--- src/rtl/bios_pkg.sv ---
// Shared BIOS protocol definitions: wire opcodes (common with the BIOS receiver),
// host command ops and the encoder state encoding.
package bios_pkg;

  typedef enum logic [7:0] {
    WOP_NOP       = 8'h00,
    WOP_BOOT      = 8'h01,
    WOP_RST       = 8'h02,
    WOP_READ      = 8'h03,
    WOP_WRITE     = 8'h04,
    WOP_ADR_LOWER = 8'h05,
    WOP_ADR_UPPER = 8'h06
  } wire_op_e;

  typedef enum logic [2:0] {
    CMD_NOP   = 3'd0,
    CMD_BOOT  = 3'd1,
    CMD_RST   = 3'd2,
    CMD_READ  = 3'd3,
    CMD_WRITE = 3'd4
  } cmd_op_e;

  typedef enum logic [3:0] {
    IDLE     = 4'd0,
    UP_OP    = 4'd1,
    UP_A0    = 4'd2,
    UP_A1    = 4'd3,
    LO_OP    = 4'd4,
    LO_A0    = 4'd5,
    LO_A1    = 4'd6,
    CMD_OP   = 4'd7,
    CMD_ARG  = 4'd8,
    WAIT_RSP = 4'd9
  } enc_state_e;

  // Reserved host ops never reach the wire, so they simply map to NOP here.
  function automatic logic [7:0] cmd_to_wire(input logic [2:0] op);
    logic [7:0] b;
    case (op)
      CMD_NOP:   b = WOP_NOP;
      CMD_BOOT:  b = WOP_BOOT;
      CMD_RST:   b = WOP_RST;
      CMD_READ:  b = WOP_READ;
      CMD_WRITE: b = WOP_WRITE;
      default:   b = WOP_NOP;
    endcase
    return b;
  endfunction

endpackage

--- src/rtl/bios_cmd_encoder_if.sv ---
// Command, protocol-stream and response signals of the BIOS command encoder.
// slave = encoder side, master = host/BIOS side.
interface bios_cmd_encoder_if #(
  parameter int ADDR_WIDTH = 31
);
  logic                  i_cmd_valid;
  logic                  o_cmd_ready;
  logic [2:0]            i_cmd_op;
  logic [ADDR_WIDTH:0]   i_cmd_addr;
  logic [7:0]            i_cmd_data;
  logic [7:0]            o_data;
  logic                  o_valid;
  logic                  i_ready;
  logic [7:0]            i_data;
  logic                  i_valid;
  logic                  o_in_ready;
  logic                  o_rsp_valid;
  logic [7:0]            o_rsp_data;
  logic                  o_rsp_err;

  modport slave (
    input  i_cmd_valid, i_cmd_op, i_cmd_addr, i_cmd_data, i_ready, i_data, i_valid,
    output o_cmd_ready, o_data, o_valid, o_in_ready, o_rsp_valid, o_rsp_data, o_rsp_err
  );

  modport master (
    output i_cmd_valid, i_cmd_op, i_cmd_addr, i_cmd_data, i_ready, i_data, i_valid,
    input  o_cmd_ready, o_data, o_valid, o_in_ready, o_rsp_valid, o_rsp_data, o_rsp_err
  );
endinterface

--- src/rtl/bios_cmd_encoder.sv ---
// Host-side BIOS command encoder: serializes host requests into protocol bytes,
// resending address halves only when they differ from what the receiver holds.
module bios_cmd_encoder
  import bios_pkg::*;
#(
  parameter int ADDR_WIDTH  = 31,
  parameter int RSP_TIMEOUT = 1024
) (
  input logic               clk,
  input logic               rst_n,
  bios_cmd_encoder_if.slave bus
);

  localparam int               CNT_W    = $clog2(RSP_TIMEOUT + 1);
  localparam logic [CNT_W-1:0] CNT_LOAD = CNT_W'(RSP_TIMEOUT);
  localparam logic [CNT_W-1:0] CNT_ONE  = CNT_W'(1);
  localparam logic [CNT_W-1:0] CNT_ZERO = CNT_W'(0);

  enc_state_e          state_r, state_s;
  logic [ADDR_WIDTH:0] addr_r;
  logic [7:0]          data_r;
  logic [2:0]          op_r;
  logic [15:0]         hi_r, lo_r;
  logic                hi_v_r, lo_v_r;
  logic [CNT_W-1:0]    cnt_r, cnt_s;

  logic                cmd_ready_r, valid_r, in_ready_r;
  logic [7:0]          data_out_r;
  logic                rsp_valid_r, rsp_err_r;
  logic [7:0]          rsp_data_r;

  logic                accept_s, out_hs_s, in_hs_s;
  logic [ADDR_WIDTH:0] cur_addr_s;
  logic [7:0]          cur_data_s;
  logic [2:0]          cur_op_s;
  logic                hi_miss_s, lo_miss_s, is_rw_s;
  logic                set_hi_s, set_lo_s, clr_cache_s;
  logic                rsp_valid_s, rsp_err_s;
  logic [7:0]          rsp_data_s;
  logic [7:0]          byte_s;
  logic                send_s;

  assign accept_s = bus.i_cmd_valid & cmd_ready_r;
  assign out_hs_s = valid_r & bus.i_ready;
  assign in_hs_s  = in_ready_r & bus.i_valid;

  // During the accept cycle the command is not latched yet, so decode the live inputs.
  assign cur_addr_s = accept_s ? bus.i_cmd_addr : addr_r;
  assign cur_data_s = accept_s ? bus.i_cmd_data : data_r;
  assign cur_op_s   = accept_s ? bus.i_cmd_op   : op_r;

  assign hi_miss_s = !hi_v_r || (cur_addr_s[31:16] != hi_r);
  assign lo_miss_s = !lo_v_r || (cur_addr_s[15:0] != lo_r);
  assign is_rw_s   = (cur_op_s == CMD_READ) || (cur_op_s == CMD_WRITE);

  // Next-state, cache-update and response decisions
  always_comb begin
    state_s     = state_r;
    cnt_s       = cnt_r;
    set_hi_s    = 1'b0;
    set_lo_s    = 1'b0;
    clr_cache_s = 1'b0;
    rsp_valid_s = 1'b0;
    rsp_err_s   = 1'b0;
    rsp_data_s  = 8'h00;
    case (state_r)
      IDLE: begin
        if (!accept_s) begin
          state_s = IDLE;
        end else if (is_rw_s) begin
          if (hi_miss_s)      state_s = UP_OP;
          else if (lo_miss_s) state_s = LO_OP;
          else                state_s = CMD_OP;
        end else if ((cur_op_s == CMD_NOP) || (cur_op_s == CMD_BOOT) || (cur_op_s == CMD_RST)) begin
          state_s = CMD_OP;
        end else begin
          state_s = IDLE;
        end
      end
      UP_OP: begin
        if (out_hs_s) state_s = UP_A0;
        else          state_s = UP_OP;
      end
      UP_A0: begin
        if (out_hs_s) state_s = UP_A1;
        else          state_s = UP_A0;
      end
      UP_A1: begin
        if (out_hs_s) begin
          set_hi_s = 1'b1;
          state_s  = lo_miss_s ? LO_OP : CMD_OP;
        end else begin
          state_s = UP_A1;
        end
      end
      LO_OP: begin
        if (out_hs_s) state_s = LO_A0;
        else          state_s = LO_OP;
      end
      LO_A0: begin
        if (out_hs_s) state_s = LO_A1;
        else          state_s = LO_A0;
      end
      LO_A1: begin
        if (out_hs_s) begin
          set_lo_s = 1'b1;
          state_s  = CMD_OP;
        end else begin
          state_s = LO_A1;
        end
      end
      CMD_OP: begin
        if (!out_hs_s) begin
          state_s = CMD_OP;
        end else begin
          case (cur_op_s)
            CMD_WRITE: state_s = CMD_ARG;
            CMD_READ: begin
              state_s = WAIT_RSP;
              cnt_s   = CNT_LOAD;
            end
            CMD_BOOT, CMD_RST: begin
              state_s     = IDLE;
              clr_cache_s = 1'b1;
            end
            default: state_s = IDLE;
          endcase
        end
      end
      CMD_ARG: begin
        if (out_hs_s) state_s = IDLE;
        else          state_s = CMD_ARG;
      end
      WAIT_RSP: begin
        // A byte in the expiry cycle takes priority over the timeout.
        if (in_hs_s) begin
          state_s     = IDLE;
          cnt_s       = CNT_ZERO;
          rsp_valid_s = 1'b1;
          rsp_data_s  = bus.i_data;
        end else if (cnt_r <= CNT_ONE) begin
          state_s     = IDLE;
          cnt_s       = CNT_ZERO;
          rsp_valid_s = 1'b1;
          rsp_err_s   = 1'b1;
        end else begin
          cnt_s = cnt_r - CNT_ONE;
        end
      end
      default: state_s = IDLE;
    endcase
  end

  // Byte presented on the stream in the state being entered
  always_comb begin
    byte_s = 8'h00;
    case (state_s)
      UP_OP:   byte_s = WOP_ADR_UPPER;
      UP_A0:   byte_s = cur_addr_s[23:16];
      UP_A1:   byte_s = cur_addr_s[31:24];
      LO_OP:   byte_s = WOP_ADR_LOWER;
      LO_A0:   byte_s = cur_addr_s[7:0];
      LO_A1:   byte_s = cur_addr_s[15:8];
      CMD_OP:  byte_s = cmd_to_wire(cur_op_s);
      CMD_ARG: byte_s = cur_data_s;
      default: byte_s = 8'h00;
    endcase
  end

  assign send_s = !((state_s == IDLE) || (state_s == WAIT_RSP));

  // FSM state, timeout counter and registered outputs
  always_ff @(posedge clk or negedge rst_n) begin
    if (!rst_n) begin
      state_r     <= IDLE;
      cnt_r       <= CNT_ZERO;
      cmd_ready_r <= 1'b1;
      valid_r     <= 1'b0;
      data_out_r  <= 8'h00;
      in_ready_r  <= 1'b0;
      rsp_valid_r <= 1'b0;
      rsp_data_r  <= 8'h00;
      rsp_err_r   <= 1'b0;
    end else begin
      state_r     <= state_s;
      cnt_r       <= cnt_s;
      cmd_ready_r <= (state_s == IDLE);
      valid_r     <= send_s;
      data_out_r  <= byte_s;
      in_ready_r  <= (state_s == WAIT_RSP);
      rsp_valid_r <= rsp_valid_s;
      rsp_data_r  <= rsp_data_s;
      rsp_err_r   <= rsp_err_s;
    end
  end

  // Command latch and receiver-side address cache
  always_ff @(posedge clk or negedge rst_n) begin
    if (!rst_n) begin
      addr_r <= '0;
      data_r <= 8'h00;
      op_r   <= 3'd0;
      hi_r   <= 16'h0000;
      lo_r   <= 16'h0000;
      hi_v_r <= 1'b0;
      lo_v_r <= 1'b0;
    end else begin
      if (accept_s) begin
        addr_r <= bus.i_cmd_addr;
        data_r <= bus.i_cmd_data;
        op_r   <= bus.i_cmd_op;
      end
      if (clr_cache_s) begin
        hi_v_r <= 1'b0;
        lo_v_r <= 1'b0;
      end else begin
        if (set_hi_s) begin
          hi_r   <= addr_r[31:16];
          hi_v_r <= 1'b1;
        end
        if (set_lo_s) begin
          lo_r   <= addr_r[15:0];
          lo_v_r <= 1'b1;
        end
      end
    end
  end

  assign bus.o_cmd_ready = cmd_ready_r;
  assign bus.o_valid     = valid_r;
  assign bus.o_data      = data_out_r;
  assign bus.o_in_ready  = in_ready_r;
  assign bus.o_rsp_valid = rsp_valid_r;
  assign bus.o_rsp_data  = rsp_data_r;
  assign bus.o_rsp_err   = rsp_err_r;

endmodule

--- src/flat_wrapper.sv ---
// flat-port wrapper written by rule: the top's interface ports become plain ports
module bios_cmd_encoder_flat import bios_pkg::*;
#(
  parameter int ADDR_WIDTH  = 31,
  parameter int RSP_TIMEOUT = 1024
)
  (clk, rst_n, bus_i_cmd_valid, bus_i_cmd_op, bus_i_cmd_addr, bus_i_cmd_data, bus_i_ready, bus_i_data, bus_i_valid, bus_o_cmd_ready, bus_o_data, bus_o_valid, bus_o_in_ready, bus_o_rsp_valid, bus_o_rsp_data, bus_o_rsp_err);
  bios_cmd_encoder_if #(.ADDR_WIDTH(ADDR_WIDTH)) bus_i ();
  input logic clk;
  input logic rst_n;
  input wire logic [$bits(bus_i.i_cmd_valid)-1:0] bus_i_cmd_valid;
  input wire logic [$bits(bus_i.i_cmd_op)-1:0] bus_i_cmd_op;
  input wire logic [$bits(bus_i.i_cmd_addr)-1:0] bus_i_cmd_addr;
  input wire logic [$bits(bus_i.i_cmd_data)-1:0] bus_i_cmd_data;
  input wire logic [$bits(bus_i.i_ready)-1:0] bus_i_ready;
  input wire logic [$bits(bus_i.i_data)-1:0] bus_i_data;
  input wire logic [$bits(bus_i.i_valid)-1:0] bus_i_valid;
  output wire logic [$bits(bus_i.o_cmd_ready)-1:0] bus_o_cmd_ready;
  output wire logic [$bits(bus_i.o_data)-1:0] bus_o_data;
  output wire logic [$bits(bus_i.o_valid)-1:0] bus_o_valid;
  output wire logic [$bits(bus_i.o_in_ready)-1:0] bus_o_in_ready;
  output wire logic [$bits(bus_i.o_rsp_valid)-1:0] bus_o_rsp_valid;
  output wire logic [$bits(bus_i.o_rsp_data)-1:0] bus_o_rsp_data;
  output wire logic [$bits(bus_i.o_rsp_err)-1:0] bus_o_rsp_err;
  assign bus_i.i_cmd_valid = bus_i_cmd_valid;
  assign bus_i.i_cmd_op = bus_i_cmd_op;
  assign bus_i.i_cmd_addr = bus_i_cmd_addr;
  assign bus_i.i_cmd_data = bus_i_cmd_data;
  assign bus_i.i_ready = bus_i_ready;
  assign bus_i.i_data = bus_i_data;
  assign bus_i.i_valid = bus_i_valid;
  assign bus_o_cmd_ready = bus_i.o_cmd_ready;
  assign bus_o_data = bus_i.o_data;
  assign bus_o_valid = bus_i.o_valid;
  assign bus_o_in_ready = bus_i.o_in_ready;
  assign bus_o_rsp_valid = bus_i.o_rsp_valid;
  assign bus_o_rsp_data = bus_i.o_rsp_data;
  assign bus_o_rsp_err = bus_i.o_rsp_err;
  bios_cmd_encoder #(.ADDR_WIDTH(ADDR_WIDTH), .RSP_TIMEOUT(RSP_TIMEOUT)) u_core (.clk(clk), .rst_n(rst_n), .bus(bus_i));
endmodule
--- config.mk ---
export PLATFORM = sky130hd
export DESIGN_NAME = bios_cmd_encoder_flat
export DESIGN_NICKNAME = d
export VERILOG_FILES = /design/src/rtl/bios_pkg.sv /design/src/rtl/bios_cmd_encoder_if.sv /design/src/rtl/bios_cmd_encoder.sv /design/src/flat_wrapper.sv
export SDC_FILE = /design/constraint.sdc
export NUM_CORES = 1
export LEC_CHECK = 0
export ABC_AREA = 1
export BUFFER_PORTS_ARGS = -buffer_cell sky130_fd_sc_hd__buf_2
export CAP_MARGIN = 20
export CORE_UTILIZATION = 50
export DETAILED_ROUTE_END_ITERATION = 7
export PLACE_DENSITY = 0.71
export SETUP_SLACK_MARGIN = 0.5
export SKIP_CTS_REPAIR_TIMING = 1
export SYNTH_ARGS = -nofsm -noshare
export SYNTH_HDL_FRONTEND = slang
export SYNTH_SLANG_ARGS = --single-unit
--- constraint.sdc ---
create_clock -name clk -period 5.31 [get_ports clk]
set_input_delay 1.062 -clock clk [delete_from_list [all_inputs] [get_ports clk]]
set_output_delay 1.062 -clock clk [all_outputs]
set_load 0.01 [all_outputs]
# Word-level counts from Yosys, hierarchy flattened
# Cells that the tools add are included.
[totals] reg_bits=113 in_bits=56 output_inout_bits=21
[op_classes] addsub=1 order_cmp=1 n_eq_ne=26 muxes=44 bitwise=4 reduce_logical=19
[ops] op="8-bit one-hot mux with 8 select lines" n=1
[ops] op="11-bit two-way mux" n=4
[ops] op="4-bit one-hot mux with 10 select lines" n=1
[ops] op="4-bit by 3-bit == test with 1-bit output, second input constant" n=8
[ops] op="32-bit two-way mux" n=1
[ops] op="4-bit two-way mux" n=8
[ops] op="16-bit inequality test" n=2
[ops] op="8-bit two-way mux" n=3
[ops] op="11-bit one-hot mux with 2 select lines" n=1
[ops] op="1-bit two-way mux" n=18
[ops] op="4-bit by 2-bit == test with 1-bit output, second input constant" n=4
[ops] op="4-bit == test, second input constant" n=4
[ops] op="3-bit one-hot mux with 4 select lines" n=1
[ops] op="11-bit by 1-bit less-or-equal comparator with 1-bit output, second input constant" n=1
[ops] op="11-bit by 1-bit subtractor with 11-bit output, second input constant" n=1
[ops] op="4-bit by 1-bit == test with 1-bit output, second input constant" n=2
[ops] op="4-bit logical NOT" n=2
[ops] op="4-bit one-hot mux with 2 select lines" n=1
[ops] op="3-bit by 2-bit == test with 1-bit output, second input constant" n=2
[ops] op="1-bit logical OR" n=6
[ops] op="2-bit two-way mux" n=3
[ops] op="3-bit two-way mux" n=2
[ops] op="2-bit nonzero test" n=3
[ops] op="2-bit by 1-bit inequality test with 1-bit output, second input constant" n=2
[ops] op="other kinds (9)" n=14

# Depth between registers and ports, before layout
# Gate-level depths: netlist (run 1).
[depth] word_depth=12 depth_mapped=21

# Least setup slack after synthesis (run 1)
# OpenSTA, ideal clock, no wires.
[synth_path] path_kind="in2reg" from="input port bus_i_cmd_valid" to="register u_core.valid_r (netlist: u_core.bus.o_valid)" setup_time_ns=0.117 arrival_ns=2.695 slack_ns=2.498 path_stages=16 path_buffers=1 path_cell_list="nand2_2 -> inv_2 -> or2_1 -> o21ai_2 -> inv_2 -> nor2_1 -> nor2_1 -> nor2_2 -> nand2_1 -> nor2_1 -> nor2_2 -> nor2_8 -> buf_4 -> nand2_1 -> o21ai_1 -> inv_1"
[synth_via] elab_chain_cells=12 elab_cells_between_ends=28 classes_between="eq/ne: 7; mux: 11; bitwise: 1; reduce/logical: 9"
[synth_rtl] element="from (decl)" line="flat_wrapper.sv:11" source="input wire logic [$bits(bus_i.i_cmd_valid)-1:0] bus_i_cmd_valid;"
[synth_rtl] element="1-bit bitwise AND (*)" line="bios_cmd_encoder.sv:43" source="assign accept_s = bus.i_cmd_valid & cmd_ready_r;"
[synth_rtl] element="3-bit two-way mux (*)"
[synth_rtl] element="via u_core.cur_op_s[0]" line="bios_cmd_encoder.sv:35" source="logic [2:0] cur_op_s;"
[synth_rtl] element="3-bit by 1-bit == test with 1-bit output or 3-bit logical NOT (tied branches)" line="bios_cmd_encoder.sv:74" source="end else if ((cur_op_s == CMD_NOP) || (cur_op_s == CMD_BOOT) || (cur_op_s == CMD_RST)) begin"
[synth_rtl] element="1-bit logical OR (2 in a row)" line="bios_cmd_encoder.sv:74"
[synth_rtl] element="3-bit two-way mux" line="bios_cmd_encoder.sv:74"
[synth_rtl] element="4-bit two-way mux" line="bios_cmd_encoder.sv:70" source="end else if (is_rw_s) begin"
[synth_rtl] element="4-bit two-way mux" line="bios_cmd_encoder.sv:68" source="if (!accept_s) begin"
[synth_rtl] element="4-bit one-hot mux with 10 select lines (*)" line="bios_cmd_encoder.sv:66" source="case (state_r)"
[synth_rtl] element="4-bit == test or 4-bit logical NOT (tied branches)" line="bios_cmd_encoder.sv:170" source="assign send_s = !((state_s == IDLE) || (state_s == WAIT_RSP));"
[synth_rtl] element="1-bit logical OR (*)" line="bios_cmd_encoder.sv:170"
[synth_rtl] element="1-bit logical NOT (*)" line="bios_cmd_encoder.sv:170"
[synth_rtl] element="via u_core.send_s" line="bios_cmd_encoder.sv:41" source="logic send_s;"
[synth_rtl] element="to (signal assigned)" line="bios_cmd_encoder.sv:188" source="valid_r <= send_s;"
[synth_rtl] element="to (decl)" line="bios_cmd_encoder.sv:27" source="logic cmd_ready_r, valid_r, in_ready_r;"
# Mark *: on every way through the listed nets, which the timed path passes. The rest lies on a longest branch.
# A chain may end at the register's enable or synchronous reset.

# Worst setup path in the final report (run 1)
[layout_path] from="input port bus_i_cmd_valid" to="register u_core.data_out_r[3] (netlist: u_core.bus.o_data[3])"
[layout_via] elab_chain_cells=11 elab_cells_between_ends=34 classes_between="eq/ne: 14; mux: 13; bitwise: 1; reduce/logical: 6"
[layout_rtl] element="1-bit bitwise AND (*)" line="bios_cmd_encoder.sv:43"
[layout_rtl] element="3-bit two-way mux (*)"
[layout_rtl] element="via u_core.cur_op_s[2]" line="bios_cmd_encoder.sv:35"
[layout_rtl] element="3-bit by 1-bit == test with 1-bit output or 3-bit logical NOT (tied branches)" line="bios_cmd_encoder.sv:74"
[layout_rtl] element="1-bit logical OR (2 in a row)" line="bios_cmd_encoder.sv:74"
[layout_rtl] element="3-bit two-way mux" line="bios_cmd_encoder.sv:74"
[layout_rtl] element="4-bit two-way mux" line="bios_cmd_encoder.sv:70"
[layout_rtl] element="4-bit two-way mux" line="bios_cmd_encoder.sv:68"
[layout_rtl] element="4-bit one-hot mux with 10 select lines (*)" line="bios_cmd_encoder.sv:66"
[layout_rtl] element="4-bit == test (tied with other cells)" line="bios_cmd_encoder.sv:157" source="case (state_s)"
[layout_rtl] element="8-bit one-hot mux with 8 select lines (*)" line="bios_cmd_encoder.sv:157"
[layout_rtl] element="via u_core.byte_s[3]" line="bios_cmd_encoder.sv:40" source="logic [7:0] byte_s;"
[layout_rtl] element="to (signal assigned)" line="bios_cmd_encoder.sv:189" source="data_out_r <= byte_s;"
[layout_rtl] element="to (decl)" line="bios_cmd_encoder.sv:28" source="logic [7:0] data_out_r;"
# Marks and branches as above.

==> flow_metrics.py, run 1 <==
metrics = {
    "layout": {
        "final_nets": 940,
        "drive_gt1_share_pct": 16.1,
        "syn_to_final_growth_pct": 18.7,
        "num_antenna_cells": 0,
        "final_cell_mix": "nand2_1 (263), dfrtp_1 (112), nor2_1 (98)",
        "final_common_cell": "nand2_1",
        "fillers": 1033,
        "stdcell_area_um2": 7000,
    },
    "clocking": {
        "path_clk_slew_ns": 0.05,
        "numCtsBuffers": 17,
        "cts_root_buf": "clkbuf_16",
        "cts_sinks": 113,
        "cts_buffer_depth": 2,
        "clk_latency_ns": 0.42,
        "htree_levels": 4,
        "cts_tree": "built",
    },
    "synthesis": {
        "syn_avg_cell_area_um2": 7.34,
        "netlist.top_cell.by_area": "dfrtp_1",
        "syn-num-nets": 861,
        "synth_mux_area_share_pct": 1.34,
        "ys_ff_latch": 113,
        "synth.cell_area_um2": 5900,
        "syn_inst": 803,
        "synth_top_area_share_pct": 47.5,
        "synth_edf_count": 0,
        "synthAdderAreaFrac_pct": 0.424,
        "synth-simple-area-share_pct": 35.8,
        "synth_area_leaders": "dfrtp_1 (48%), nand2_1 (17%), nor2_1 (6.2%)",
        "synth.distinct_cells": 33,
        "synth_ff_type": "dfrtp_1",
        "ys_seq_area_share_pct": 48.0,
        "synth_top_family_by_area": "simple AND/OR/NAND/NOR gates",
        "ys_warn_count": 0,
        "synth_async_sr_flop_share_pct": 100,
        "synth_xor_area_share_pct": 0.297,
        "synth_compound_area_share_pct": 5.86,
    },
    "sta": {
        "worstMarginPinSlew_ns": 0.976,
        "rsz0062_at_grt": "no",
        "finalClockSkew_ns": 0.00618,
        "period_needed_ns": 3.81,
        "max_freq_ghz": 0.262,
        "finalMaxSlewViolations": 0,
        "relSlewSlack_pct": 34.4,
        "setup_viol": 0,
        "hold_viol_final": 0,
        "fin_crit_sh_pct": 71.8,
        "setup_tns_ns": 0,
    },
    "global_route": {
        "antenna_found_initial": 0,
        "grt_max_degree": 76,
        "grt_pass1_vias": 5392,
        "overflow": 0,
        "grtUsageTotal_pct": 26.6,
        "grt_pass1_wl_um": 25400,
    },
    "power": {
        "ir_drop_v": 0.000496,
        "p_switching_mw": 1.73,
        "p_int_mw": 2.55,
        "p_leak_nw": 3.88,
        "p_seq_share_pct": 32.5,
        "sw_frac_of_total_pct": 40.5,
        "power_density_nw_per_um2": 611,
        "pwr-share-comb_pct": 39.7,
        "clkPwrFrac_pct": 27.8,
    },
    "setup_path": {
        "critPathMaxFanout": 23,
        "reg2reg_depth": 17,
        "start_kind": "primary input",
        "worst_r2r_startpoint": "u_core.bus.o_cmd_ready$_DFF_PN1_",
        "regToRegSetupSlack_ns": 1.67,
        "startpoint": "bus_i_cmd_valid",
        "critical_path_class": "in2reg",
        "worst_ep_required_time_ns": 5.67,
        "cp.arrival_ns": 4.17,
        "end_kind": "flip-flop",
        "cp-endpoint": "u_core.bus.o_data[3]$_DFF_PN0_",
        "r2r_end": "u_core.bus.o_data[3]$_DFF_PN0_",
    },
    "detailed_routing": {
        "dr_wl_met2_um": 6870,
        "vias": 5366,
        "routedWlPerCell_um": 14.3,
        "drt_iter0_drc": 363,
        "drt-vias-per-instance": 5.17,
        "drtPass1Iterations": 5,
        "dr_wl_met3_um": 760,
        "drc": 0,
        "drtAntennaViolNets": 0,
        "routed_wl_um": 14800,
        "top_layer_used": "met4",
        "met1Wirelength_um": 6880,
    },
    "worst_hold_path": {
        "hold_class": "reg2reg",
    },
    "placement": {
        "dpl.hpwl_um": 10700,
        "portBuffers": 76,
        "place_congestion": 0.843,
        "placed_area_um2": 6380,
    },
    "floorplanning": {
        "fp.coreArea_um2": 11500,
        "die_area_um2": 12200,
        "die_h_um": 111,
        "dieWidth_um": 111,
        "rows": 39,
        "initial_core_util_pct": 51.4,
        "io_pins": 77,
    },
    "run_status": {
        "status": "finished, final reports clean",
    },
    "flow_run": {
        "max_cap_viol_count": 0,
    },
}
==> how the worst min path moves through the flow <==
stage | start | end | slack, ns | cells after the start
final | u_core.data_r[2]$_DFF_PN0_ | u_core.data_r[2]$_DFF_PN0_ | 0.48 | 2
after global routing | u_core.data_r[1]$_DFF_PN0_ | u_core.data_r[1]$_DFF_PN0_ | 0.52 | 2
after CTS | u_core.data_r[2]$_DFF_PN0_ | u_core.data_r[2]$_DFF_PN0_ | 0.48 | 2
after detailed placement | u_core.data_r[2]$_DFF_PN0_ | u_core.data_r[2]$_DFF_PN0_ | 0.47 | 2
after global placement | u_core.data_r[2]$_DFF_PN0_ | u_core.data_r[2]$_DFF_PN0_ | 0.46 | 2
after floorplan | u_core.data_r[0]$_DFF_PN0_ | u_core.data_r[0]$_DFF_PN0_ | 0.44 | 2
==> state kept, by name, summed over array words and instances, names as in the netlist <==
name,cells
u_core.addr_r,32
u_core.bus.o_cmd_ready,1
u_core.bus.o_data,8
u_core.bus.o_in_ready,1
u_core.bus.o_rsp_data,8
u_core.bus.o_rsp_err,1
u_core.bus.o_rsp_valid,1
u_core.bus.o_valid,1
u_core.cnt_r,11
u_core.data_r,8
u_core.hi_r,16
u_core.hi_v_r,1
u_core.lo_r,16
u_core.lo_v_r,1
u_core.op_r,3
u_core.state_r,4
==> cell type report <==
| type | instances | area (um2) | share of cell area [%] |
|---|---|---|---|
| clock inverters | 12 | 163 | 2.32 |
| well taps | 143 | 179 | 2.56 |
| inverters | 101 | 379 | 5.42 |
| multi-input cells | 569 | 2580 | 36.8 |
| flip-flops and latches | 113 | 2830 | 40.4 |
| clock buffers | 20 | 457 | 6.53 |
| repair buffers | 80 | 413 | 5.90 |
==> stage by stage <==
| stage | total power, mW | hold WS [ns] | setup slack [ns] | cells | util [%] |
|---|---|---|---|---|---|
| final | 4.27 | 0.482 | 1.50 | 1038 | 61.0 |
| after CTS | 4.29 | 0.479 | 1.59 | 1038 | 61.0 |
| after global placement | 3.02 | 0.461 | 1.37 | 1006 | 55.6 |
| after detailed placement | 3.07 | 0.466 | 1.18 | 1006 | 55.6 |
| after global routing | 4.63 | 0.516 | 1.16 | 1038 | 61.0 |
| after floorplan | 2.65 | 0.445 | 2.50 | 803 | - |
==> critical path, stage by stage <==
cell and delay, ns:
buf_2 0.37, nand2_2 0.13, inv_2 0.35, or2_1 0.16
o21ai_1 0.11, inv_1 0.18, a21oi_1 0.08, nor2_2 0.17
nand2_1 0.09, nand2_1 0.09, nand2_1 0.30, nor2_2 0.53
inv_2 0.12, nor2_2 0.19, nand2_1 0.07, nand2_1 0.06
inv_1 0.04, nand2_1 0.04
==> cell families after synthesis <==
group           Yosys count
mux                       7
flops                   113
compound gates           66
simple gates            492
fa+ha+maj                 2
xor+xnor                  2
buf+inv                 121
==> layer usage <==
layer  vias to the layer above  GRT usage [%]
met5                         -              0
met4                         0           9.96
met3                        27           6.53
met2                       142           42.1
met1                      2510           35.3
li1                       2687              -
==> cell usage after synthesis, types with 3 or more instances <==
cell and number:
inv_1 95, inv_2 4, mux2_2 7, or2_2 5, nand4_1 21, o21ai_0 28
buf_2 10, dfrtp_1 112, buf_4 4, o21ai_1 5, or2_1 3, nor2_2 6
clkbuf_1 5, nor3_1 12, a21oi_1 26, nor2_1 98, nand3_1 67, nand2_2 4
nand3b_1 9, nand2_1 263
==> power groups by stage <==
stage	Combinational, mW	Clock, mW	Sequential (mW)
floorplan	1.30	0	1.35
CTS	1.69	1.21	1.39
global placement	1.63	0	1.38
finish	1.70	1.19	1.39
global route	1.94	1.25	1.43
detailed placement	1.68	0	1.40
Note: power is estimated with default switching activity, not from simulation.
==> run 2, diff against run 1 <==
- ABC_AREA: 1 -> 0
- clock period: 5.31 -> 4 ns (I/O delays scaled with it)
==> flow_metrics.py, run 2 <==
metrics = {
    "global_route": {
        "grt_max_degree": 67,
        "antenna_found_initial": 0,
        "grtUsageTotal_pct": 26.1,
        "overflow": 0,
        "grt_pass1_vias": 4917,
        "grt_pass1_wl_um": 24800,
    },
    "setup_path": {
        "worst_r2r_startpoint": "u_core.bus.o_cmd_ready$_DFF_PN1_",
        "r2r_end": "u_core.bus.o_data[2]$_DFF_PN0_",
        "critical_path_class": "reg2reg",
        "start_kind": "flip-flop",
        "end_kind": "flip-flop",
        "worst_ep_required_time_ns": 4.29,
        "cp.arrival_ns": 3.61,
        "startpoint": "u_core.bus.o_cmd_ready$_DFF_PN1_",
        "regToRegSetupSlack_ns": 0.68,
        "reg2reg_depth": 12,
        "critPathMaxFanout": 18,
    },
    "synthesis": {
        "synth_edf_count": 0,
        "netlist.top_cell.by_area": "dfrtp_1",
        "synthMostInstantiatedCell": "dfrtp_1",
        "synth_top_area_share_pct": 47.7,
        "synth.distinct_cells": 79,
        "ys_seq_area_share_pct": 48.1,
        "synth.cell_area_um2": 5880,
        "synth_ff_type": "dfrtp_1",
        "ys_warn_count": 0,
        "syn_avg_cell_area_um2": 9.68,
        "synth_async_sr_flop_share_pct": 100,
        "syn_inst": 607,
        "synth_common_cells": "dfrtp_1 (112), nand2_1 (99), nor2_1 (39)",
        "ys_ff_latch": 113,
        "syn-num-nets": 665,
        "synth_area_leaders": "dfrtp_1 (48%), nand2_1 (6.3%), mux2_2 (5.0%)",
    },
    "flow_run": {
        "max_cap_viol_count": 0,
    },
    "layout": {
        "largest_register": "u_core.addr_r",
        "largest_reg_flops": 32,
        "drive_gt1_share_pct": 23.8,
        "stdcell_count": 853,
        "final_nets": 755,
        "num_antenna_cells": 0,
        "largest_registers": "u_core.addr_r x32, u_core.hi_r x16, u_core.lo_r x16",
        "final_common_cell": "dfrtp_1",
        "final_cell_mix": "dfrtp_1 (112), nand2_1 (99), buf_2 (75)",
        "syn_to_final_growth_pct": 19.8,
    },
    "sta": {
        "setup_viol": 0,
        "max_freq_ghz": 0.301,
        "setup_tns_ns": 0,
        "finalMaxSlewViolations": 0,
        "fin_crit_sh_pct": 83.0,
        "period_needed_ns": 3.32,
        "relSlewSlack_pct": 32.8,
        "finalClockSkew_ns": 0.00817,
        "setup_ws_ns": 0.681,
        "whs_ns": 0.405,
        "hold_viol_final": 0,
        "rsz0062_at_grt": "no",
        "worstMarginPinSlew_ns": 1.01,
    },
    "detailed_routing": {
        "routed_wl_um": 15100,
        "vias": 4819,
        "drtAntennaViolNets": 0,
        "drt-vias-per-instance": 5.65,
        "drtPass1Iterations": 5,
        "drc": 0,
        "drt_iter0_drc": 349,
        "routedWlPerCell_um": 17.7,
    },
    "placement": {
        "place_congestion": 0.930,
        "dpl.hpwl_um": 10800,
        "dp_slack_ns": 0.193,
        "portBuffers": 76,
        "placed_cells": 817,
    },
    "clocking": {
        "cts_sinks": 113,
        "path_clk_slew_ns": 0.05,
        "clk_latency_ns": 0.41,
        "htree_levels": 4,
        "cts_buffer_depth": 2,
        "cts_tree": "built",
        "numCtsBuffers": 17,
        "cts_root_buf": "clkbuf_16",
    },
    "worst_hold_path": {
        "hold_class": "in2async",
    },
    "power": {
        "p_leak_nw": 3.40,
        "power_density_nw_per_um2": 798,
        "ir_drop_v": 0.000496,
        "power.total_mw": 5.62,
    },
    "run_status": {
        "status": "finished, final reports clean",
    },
    "floorplanning": {
        "die_h_um": 110,
        "dieWidth_um": 110,
        "io_pins": 77,
        "initial_core_util_pct": 51.5,
        "rows": 39,
        "fp.coreArea_um2": 11400,
        "die_area_um2": 12200,
    },
}
run 2: through the flow:
stage / cell area (um2) / util [%]
floorplan: 5880 / -
global placement: 6440 / 56.4
detailed placement: 6440 / 56.4
CTS: 6980 / 61.1
global route: 7040 / 61.6
finish: 7040 / 61.6
run 2: power breakdown:
part	switching, mW	leakage, nW	internal [mW]	total [mW]
registers	0.378	1.43	1.60	1.97
clock network	0.486	0.272	0.895	1.38
logic	1.31	1.70	0.954	2.26
run 2: final cells by class:
class	count	area [um2]
inverter	39	146
sequential	113	2830
clock buffer	26	489
clock inverter	6	55.1
multi-input combinational	432	2800
timing repair buffer	94	534
tap	143	179
fill	975	4380
run 2: worst max-delay path, stage by stage (launching register included):
cell and delay (ns):
dfstp_4 0.71, and2_4 0.28, buf_6 0.21, mux2i_1 0.29, o22ai_1 0.13, nor3_2 0.28
o2111ai_1 0.13, or2_1 0.24, and2_1 0.25, inv_2 0.14, nor2_1 0.07, o21a_1 0.18
a211o_1 0.26
run 2: how the worst max path moves through the flow:
stage | to | slack [ns]
6_report | u_core.bus.o_data[2]$_DFF_PN0_ | 0.68
5_1_grt | u_core.bus.o_data[1]$_DFF_PN0_ | 0.51
4_1_cts | u_core.bus.o_data[2]$_DFF_PN0_ | 0.50
3_5_place_dp | u_core.bus.o_data[2]$_DFF_PN0_ | 0.19
3_3_place_gp | u_core.bus.o_data[2]$_DFF_PN0_ | 0.29
2_1_floorplan | u_core.bus.o_data[0]$_DFF_PN0_ | 0.78
run 2: cells by family after synthesis:
group | share of synthesized area, %
AOI/OAI and AO/OA | 14.1
DFF | 48.1
adders and majority gates | 0.426
buffers and inverters | 4.66
muxes | 8.13
xor gates and xnor gates | 4.77
and+or+nand+nor | 19.8
run 2: per-layer routing:
| metal | global-route usage, % | up-vias | routed length [um] |
|---|---|---|---|
| li1 | - | 2301 | - |
| met1 | 34.9 | 2322 | 6650 |
| met2 | 41.2 | 170 | 7180 |
| met3 | 6.15 | 26 | 863 |
| met4 | 10.5 | 0 | 388 |
| met5 | 0 | - | 0 |
==> run 3, diff against run 2 <==
- clock period: 4 -> 3.3 ns (I/O delays scaled with it)
==> flow_metrics.py, run 3 (same netlist as run 2, synthesis figures left out) <==
metrics = {
    "layout": {
        "final_common_cell": "dfrtp_1",
        "final_util_pct": 66.3,
        "ff_latch_area_um2": 2830,
        "syn_to_final_growth_pct": 28.8,
        "final_cell_mix": "dfrtp_1 (112), nand2_1 (97), buf_2 (75)",
        "drive_gt1_share_pct": 32.1,
        "largest_reg_flops": 32,
        "largest_register": "u_core.addr_r",
        "largest_registers": "u_core.addr_r x32, u_core.hi_r x16, u_core.lo_r x16",
        "fillers": 893,
        "stdcell_area_um2": 7570,
        "multi_input_area_um2": 3040,
        "num_antenna_cells": 0,
        "final_nets": 783,
    },
    "sta": {
        "max_freq_ghz": 0.334,
        "period_needed_ns": 3.00,
        "setup_viol": 0,
        "setup_ws_ns": 0.304,
        "finalClockSkew_ns": 0.00870,
        "finalMaxSlewViolations": 0,
        "setup_tns_ns": 0,
        "fin_crit_sh_pct": 90.8,
        "hold_viol_final": 0,
        "whs_ns": 0.251,
        "rsz0062_at_grt": "yes",
        "relSlewSlack_pct": 40.6,
        "worstMarginPinSlew_ns": 0.891,
    },
    "clocking": {
        "cts_sinks": 113,
        "path_clk_slew_ns": 0.05,
        "clk_latency_ns": 0.42,
        "numCtsBuffers": 17,
        "htree_levels": 4,
        "cts_buffer_depth": 2,
        "cts_root_buf": "clkbuf_16",
        "cts_tree": "built",
    },
    "setup_path": {
        "start_kind": "flip-flop",
        "critical_path_class": "reg2reg",
        "r2r_end": "u_core.bus.o_data[0]$_DFF_PN0_",
        "cp.arrival_ns": 3.32,
        "path_cells": "and2_4 > buf_6 > mux2_4 > a221oi_4 > and2_4 > a31oi_1 > or2_1 > and2_4 > or4_4 > o2111ai_2",
        "regToRegSetupSlack_ns": 0.30,
        "worst_r2r_startpoint": "u_core.bus.o_cmd_ready$_DFF_PN1_",
        "reg2reg_depth": 10,
        "slowest_delay_ns": 0.61,
        "critPathMaxFanout": 6,
        "slowest_stage": "dfstp_2",
        "cp_top_family": "simple AND/OR/NAND/NOR gates",
        "critPathMostFrequentCell": "and2_4",
        "end_kind": "flip-flop",
        "worst_ep_required_time_ns": 3.63,
        "worst-path-buf-inv": 1,
    },
    "power": {
        "pwr-share-comb_pct": 45.7,
        "p_leak_nw": 3.62,
        "p_switching_mw": 2.97,
        "clkPwrFrac_pct": 22.7,
        "power_density_nw_per_um2": 1000,
        "p_seq_share_pct": 31.7,
        "ir_drop_v": 0.000610,
        "sw_frac_of_total_pct": 39.2,
        "p_int_mw": 4.60,
    },
    "floorplanning": {
        "initial_core_util_pct": 51.5,
        "dieWidth_um": 110,
        "die_area_um2": 12200,
        "rows": 39,
        "io_pins": 77,
        "die_h_um": 110,
        "fp.coreArea_um2": 11400,
    },
    "detailed_routing": {
        "drtAntennaViolNets": 0,
        "routed_wl_um": 16000,
        "drt-vias-per-instance": 5.73,
        "drt_iter0_drc": 347,
        "vias": 5046,
        "drc": 0,
        "drtPass1Iterations": 5,
        "routedWlPerCell_um": 18.2,
    },
    "flow_run": {
        "max_cap_viol_count": 0,
    },
    "placement": {
        "placed_area_um2": 6660,
        "portBuffers": 76,
        "place_congestion": 0.876,
        "dp_slack_ns": -0.0285,
        "dpl.hpwl_um": 11100,
    },
    "global_route": {
        "overflow": 0,
        "antenna_found_initial": 0,
        "grtUsageTotal_pct": 26.7,
        "grt_pass1_wl_um": 25400,
        "grt_pass1_vias": 4994,
        "grt_max_degree": 55,
    },
    "run_status": {
        "status": "finished, final reports clean",
    },
    "worst_hold_path": {
        "hold_class": "in2async",
    },
}
-- run 3: how the worst max path moves through the flow --
stage | start | to | slack (ns) | cells after the start
after detailed placement | bus_i_cmd_valid | u_core.bus.o_data[0]$_DFF_PN0_ | -0.03 | 11
after global routing | u_core.bus.o_cmd_ready$_DFF_PN1_ | u_core.bus.o_data[2]$_DFF_PN0_ | 0.22 | 10
final | u_core.bus.o_cmd_ready$_DFF_PN1_ | u_core.bus.o_data[0]$_DFF_PN0_ | 0.30 | 10
after global placement | bus_i_cmd_valid | u_core.bus.o_data[0]$_DFF_PN0_ | 0.04 | 11
after floorplan | bus_i_cmd_valid | u_core.bus.o_data[0]$_DFF_PN0_ | 0.33 | 12
after CTS | u_core.bus.o_cmd_ready$_DFF_PN1_ | u_core.bus.o_data[0]$_DFF_PN0_ | 0.20 | 10
-- run 3: per-stage QoR --
| stage | cells | total power [mW] |
|---|---|---|
| 2_1_floorplan | 607 | 4.28 |
| 3_3_place_gp | 838 | 5.17 |
| 3_5_place_dp | 838 | 5.28 |
| 4_1_cts | 870 | 7.04 |
| 5_1_grt | 881 | 8.02 |
| 6_report | 881 | 7.57 |
-- run 3: metal layers --
metal	vias up	GRT usage, %	wire (um)
li1	2355	-	-
met1	2503	34.9	7080
met2	163	42.4	7740
met3	25	7.79	858
met4	0	9.42	363
met5	-	0	0
-- run 3: power by group through the flow --
| stage | clock (mW) | sequential (mW) | combinational [mW] |
|---|---|---|---|
| 3_5_place_dp | 0 | 2.39 | 2.89 |
| 4_1_cts | 1.74 | 2.37 | 2.92 |
| 3_3_place_gp | 0 | 2.35 | 2.83 |
| 5_1_grt | 1.80 | 2.46 | 3.76 |
| 2_1_floorplan | 0 | 2.27 | 2.01 |
| 6_report | 1.72 | 2.40 | 3.46 |
-- run 3: final cells by class --
cell class                 instances  area share, %
timing repair buffer             122           10.7
clock inverter                    11           1.16
multi-input combinational        432           40.1
tap                              143           2.36
sequential                       113           37.4
inverter                          39           2.07
clock buffer                      21           6.22
